### config.mk
export PLATFORM = sky130hd
export DESIGN_NAME = rgb_led_arbiter
export DESIGN_NICKNAME = d
export VERILOG_FILES = /design/src/rtl/rgb_led_arbiter.sv
export SDC_FILE = /design/constraint.sdc
export NUM_CORES = 1
export LEC_CHECK = 0
export CAP_MARGIN = 5
export CORE_UTILIZATION = 45
export DETAILED_ROUTE_END_ITERATION = 8
export GPL_TIMING_DRIVEN = 1
export PLACE_DENSITY = 0.7
export SLEW_MARGIN = 20
export SYNTH_ARGS = -nofsm -noshare
export SYNTH_HDL_FRONTEND = slang
export SYNTH_SLANG_ARGS = --single-unit
### constraint.sdc
create_clock -name clk -period 8.57 [get_ports clk]
set_input_delay 0.857 -clock clk [delete_from_list [all_inputs] [get_ports clk]]
set_output_delay 0.857 -clock clk [all_outputs]
set_load 0.03 [all_outputs]
### src/rtl/rgb_led_arbiter.sv
`default_nettype none
// +--------------------------------------------------------------------------+
// | rgb_led_arbiter : two-requester RGB LED PWM owner, switches on frame end  |
// | Rev 1.0                                                                   |
// +--------------------------------------------------------------------------+
module rgb_led_arbiter #(
  parameter int PWM_BITS = 8,
  parameter int PRESCALE = 4,
  parameter int MIN_HOLD = 16
) (
  input  logic                    clk,
  input  logic                    rst,
  input  logic [1:0]              req,
  input  logic [3*PWM_BITS-1:0]   color0,
  input  logic [3*PWM_BITS-1:0]   color1,
  output logic [1:0]              gnt,
  output logic                    led_en,
  output logic                    pwm_r,
  output logic                    pwm_g,
  output logic                    pwm_b,
  output logic                    frame_start
);

  localparam int                PRE_W    = (PRESCALE > 1) ? $clog2(PRESCALE) : 1;
  localparam int                HOLD_W   = $clog2(MIN_HOLD + 1);
  localparam logic [PRE_W-1:0]  PRE_MAX  = PRE_W'(PRESCALE - 1);
  localparam logic [HOLD_W-1:0] HOLD_MAX = HOLD_W'(MIN_HOLD);

  typedef enum logic [1:0] {
    ST_IDLE = 2'd0,
    ST_OWN0 = 2'd1,
    ST_OWN1 = 2'd2
  } state_t;

  state_t              state_q, state_d;
  logic [PRE_W-1:0]    pre_q, pre_d;
  logic [PWM_BITS-1:0] cnt_q, cnt_d;
  logic [HOLD_W-1:0]   hold_q, hold_d;
  logic [HOLD_W-1:0]   hold_inc;
  logic [PWM_BITS-1:0] dr_q, dr_d, dg_q, dg_d, db_q, db_d;
  logic [1:0]          gnt_q, gnt_d;
  logic                led_en_q, led_en_d;
  logic                pwm_r_q, pwm_r_d, pwm_g_q, pwm_g_d, pwm_b_q, pwm_b_d;
  logic                frame_start_q, frame_start_d;
  logic                tick;
  logic                boundary;

  always_comb begin
    tick     = (pre_q == PRE_MAX);
    boundary = tick && (&cnt_q);
    pre_d    = tick ? '0 : pre_q + PRE_W'(1);
    cnt_d    = tick ? cnt_q + PWM_BITS'(1) : cnt_q;
    hold_inc = (hold_q == HOLD_MAX) ? hold_q : hold_q + HOLD_W'(1);

    state_d = state_q;
    hold_d  = hold_q;
    dr_d    = dr_q;
    dg_d    = dg_q;
    db_d    = db_q;

    if (boundary) begin
      case (state_q)
        ST_IDLE: begin
          if (req[1])      state_d = ST_OWN1;
          else if (req[0]) state_d = ST_OWN0;
        end
        ST_OWN1: begin
          if (!req[1]) state_d = req[0] ? ST_OWN0 : ST_IDLE;
        end
        ST_OWN0: begin
          // hold_inc counts frames owned including the one ending now, so
          // the alert can take over at the MIN_HOLD-th boundary after entry
          if (!req[0])                           state_d = req[1] ? ST_OWN1 : ST_IDLE;
          else if (req[1] && hold_inc == HOLD_MAX) state_d = ST_OWN1;
        end
        default: state_d = ST_IDLE;
      endcase

      if (state_d != state_q)   hold_d = '0;
      else if (state_q != ST_IDLE) hold_d = hold_inc;

      case (state_d)
        ST_OWN0: begin
          dr_d = color0[3*PWM_BITS-1 -: PWM_BITS];
          dg_d = color0[2*PWM_BITS-1 -: PWM_BITS];
          db_d = color0[PWM_BITS-1:0];
        end
        ST_OWN1: begin
          dr_d = color1[3*PWM_BITS-1 -: PWM_BITS];
          dg_d = color1[2*PWM_BITS-1 -: PWM_BITS];
          db_d = color1[PWM_BITS-1:0];
        end
        default: begin
          dr_d = '0;
          dg_d = '0;
          db_d = '0;
        end
      endcase
    end

    gnt_d         = {state_d == ST_OWN1, state_d == ST_OWN0};
    led_en_d      = (state_d != ST_IDLE);
    pwm_r_d       = (cnt_q < dr_q);
    pwm_g_d       = (cnt_q < dg_q);
    pwm_b_d       = (cnt_q < db_q);
    frame_start_d = boundary;
  end

  always_ff @(posedge clk) begin
    if (rst) begin
      state_q       <= ST_IDLE;
      pre_q         <= '0;
      cnt_q         <= '0;
      hold_q        <= '0;
      dr_q          <= '0;
      dg_q          <= '0;
      db_q          <= '0;
      gnt_q         <= '0;
      led_en_q      <= 1'b0;
      pwm_r_q       <= 1'b0;
      pwm_g_q       <= 1'b0;
      pwm_b_q       <= 1'b0;
      frame_start_q <= 1'b0;
    end else begin
      state_q       <= state_d;
      pre_q         <= pre_d;
      cnt_q         <= cnt_d;
      hold_q        <= hold_d;
      dr_q          <= dr_d;
      dg_q          <= dg_d;
      db_q          <= db_d;
      gnt_q         <= gnt_d;
      led_en_q      <= led_en_d;
      pwm_r_q       <= pwm_r_d;
      pwm_g_q       <= pwm_g_d;
      pwm_b_q       <= pwm_b_d;
      frame_start_q <= frame_start_d;
    end
  end

  assign gnt         = gnt_q;
  assign led_en      = led_en_q;
  assign pwm_r       = pwm_r_q;
  assign pwm_g       = pwm_g_q;
  assign pwm_b       = pwm_b_q;
  assign frame_start = frame_start_q;

endmodule
`default_nettype wire

==> out/summary.txt <==
I/O pin count: 59
Die Width: 77.9 um
Mapped Cells: 308
Startpoint Class: flip-flop
post-synthesis sequential area ratio: 37.1%
Die Area: 6060 um^2
Vias per Instance: 5.27
Fin. Hold Viols: 0
Post-CTS Setup Repair Bufs: 0
RSZ-0062 raised after global routing: no
WP data arrival: 3.50 ns
FF+latch area: 961 um^2
period utilization: 38.2%
routed len/inst: 12.4 um
worst-path cell chain: inv_1 > ha_1 > and4bb_1 > nor2_1 > or4b_4 > a21oi_2 > a21boi_2 > a21oi_1 > ha_1 > or3_1 > o21ai_0
Leakage Power: 1.23 nW
RD Place Congestion: 0.772
synthesized area: 2590 um^2
Min Clock Period, post-route: 3.28 ns
Min-Delay Path Class: flip-flop to flip-flop
outcome: finished clean
top cells by count, synth: dfxtp_1, nand2_1, o21ai_0
CTS max path bufs: 2
Yosys reg bits: 48
synth unique cells: 41
Num CTS Buffers: 5
area taken by multi-input logic gates: 1480 um^2
PD cells: 123 nW/um^2
final core occ: 59.6%
I/O Buffers: 58
slowest stage delay, CP: 0.66 ns
Detail Route Antenna Nets: 0
CTS Sinks: 48
Area growth, synth to finish: 27.5%
reg2reg start: hold_q[0]
average size of a mapped cell: 8.41 um^2
critical path peak fanout: 24
required time worst endpoint: 8.79 ns
worst slew pin tran: 0.947 ns
Hold-fix buffers, CTS: 0
n_diodes: 0
first-pass GRT wire length: 9370 um
NumNets Final: 440
Hold Path Origin: pre_q[0]
DRT Wirelength: 5370 um
vias in the first global route: 2101
starting density of the core: 46.7%
number of synthesized flops with an enable pin: 0
largest net degree at the start of global routing: 25
Die Y: 77.9 um
GRT Residual Overflow: 0
# Max-Cap Violations: 0
initial antenna violation count: 0
skew final: 0.00609 ns
top post-synthesis cells by area: dfxtp_1, ha_1, a22oi_1, o21ai_0, nand2_1
slowest CP cell: or3_1
dpl hpwl: 3970 um
area leader, netlist: dfxtp_1
post-synthesis net count: 387
final setup vio count: 0
worst vdd ir: 68.5 uV
num rows: 27
Residual DRC: 0
Max Slew Vio Count: 0
post_cts resized: 0
GRT Overall Usage: 19.7%
share of synthesized registers carrying an async set or reset: 0%
core area: 5540 um^2
Worst Setup SP: hold_q[0]
CP most frequent cell: ha_1
Synth top area share: 37.1%
YS warnings: 0
CTS clock-pin slew for the worst setup and hold paths: 0.08 ns
drt pass-1 iters: 4
setup TNS: 0 ns
share of cells above drive strength 1: 4.70%
via count: 2287
CTS root buf: clkbuf_8
Main synth FF type: dfxtp_1
Iter 0 DRT Violations: 158
htree depth: 2
most common cell in the netlist: dfxtp_1
Worst setup EP type: flip-flop
critical path type: flip-flop to flip-flop
max_slew headroom: 36.9%
CTS tree: built
fmax: 0.305 GHz
clk_lat worst skew: 0.30 ns
fillers: 514
==> worst paths after layout <==
kind | to | slack (ns) | cells after the start
max | dr_q[0] | 5.29 | 11
min | pre_q[0] | 0.44 | 1
max reg2reg | dr_q[0] | 5.29 | 11
min reg2reg | pre_q[0] | 0.44 | 1
==> cell type report <==
type / instances / area share, %
inverters: 25 / 2.84
well taps: 72 / 2.73
flip-flops and latches: 48 / 29.1
repair buffers: 59 / 17.8
multi-input cells: 222 / 44.8
clock buffers: 8 / 2.73
==> report_power, final <==
group	switching [mW]	total, mW	internal, mW
sequential	0.00119	0.226	0.224
clock	0.0702	0.136	0.0658
combinational	0.0167	0.0454	0.0288
==> cells by family (layout without fill, tap and decap cells) <==
| logic type | after synthesis | count (layout) | synth area share [%] |
|---|---|---|---|
| and+or+nand+nor | 93 | 93 | 17.4 |
| AOI/OAI and AO/OA | 94 | 94 | 23.9 |
| buffers and inverters | 38 | 92 | 5.80 |
| muxes | 1 | 1 | 0.386 |
| adders and majority gates | 27 | 27 | 13.0 |
| xor gates and xnor gates | 7 | 7 | 2.37 |
| DFF | 48 | 48 | 37.1 |
==> layout by cell type (no fill, tap or decap), types with 4 or more instances in the layout <==
master,count
clkdlybuf4s50_1,58
dfxtp_1,48
nand2_1,36
o21ai_0,31
ha_1,27
a22oi_1,26
inv_1,25
nor2_1,23
a21oi_1,12
a21o_1,6
clkbuf_8,6
nand4_1,5
xor2_1,5
nand3_1,4
or3_1,4
a211oi_1,4
==> per-layer routing <==
metal / vias to the layer above / GRT usage, % / routed length [um]
li1: 1198 / - / -
met4: 0 / 8.87 / 115
met1: 1025 / 23.8 / 2550
met2: 51 / 32.7 / 2480
met5: - / 0 / 0
met3: 13 / 4.82 / 227
==> metrics by stage <==
step,total power [mW],cells,instance area (um^2),worst slack [ns],hold slack [ns]
floorplan,0.249,308,2590,5.74,0.404
global placement,0.276,426,3210,5.13,0.415
detailed placement,0.277,426,3210,5.04,0.424
CTS,0.412,434,3300,5.26,0.436
global route,0.426,434,3300,4.98,0.485
finish,0.407,434,3300,5.29,0.442
==> state kept, by name (all words and copies together) (netlist names) <==
signal       count
cnt_q            8
db_q             8
dg_q             8
dr_q             8
hold_q           5
gnt              2
pre_q            2
state_q          2
frame_start      1
led_en           1
pwm_b            1
pwm_g            1
pwm_r            1
==> critical path, delay by kind of cell, from the launching register on <==
kind / cells / cell delay (ns)
flops: 1 / 0.38
fa+ha+maj: 2 / 0.40
simple gates: 4 / 1.52
buf+inv: 1 / 0.12
compound gates: 4 / 0.76
(Power assumes the default switching activity.)
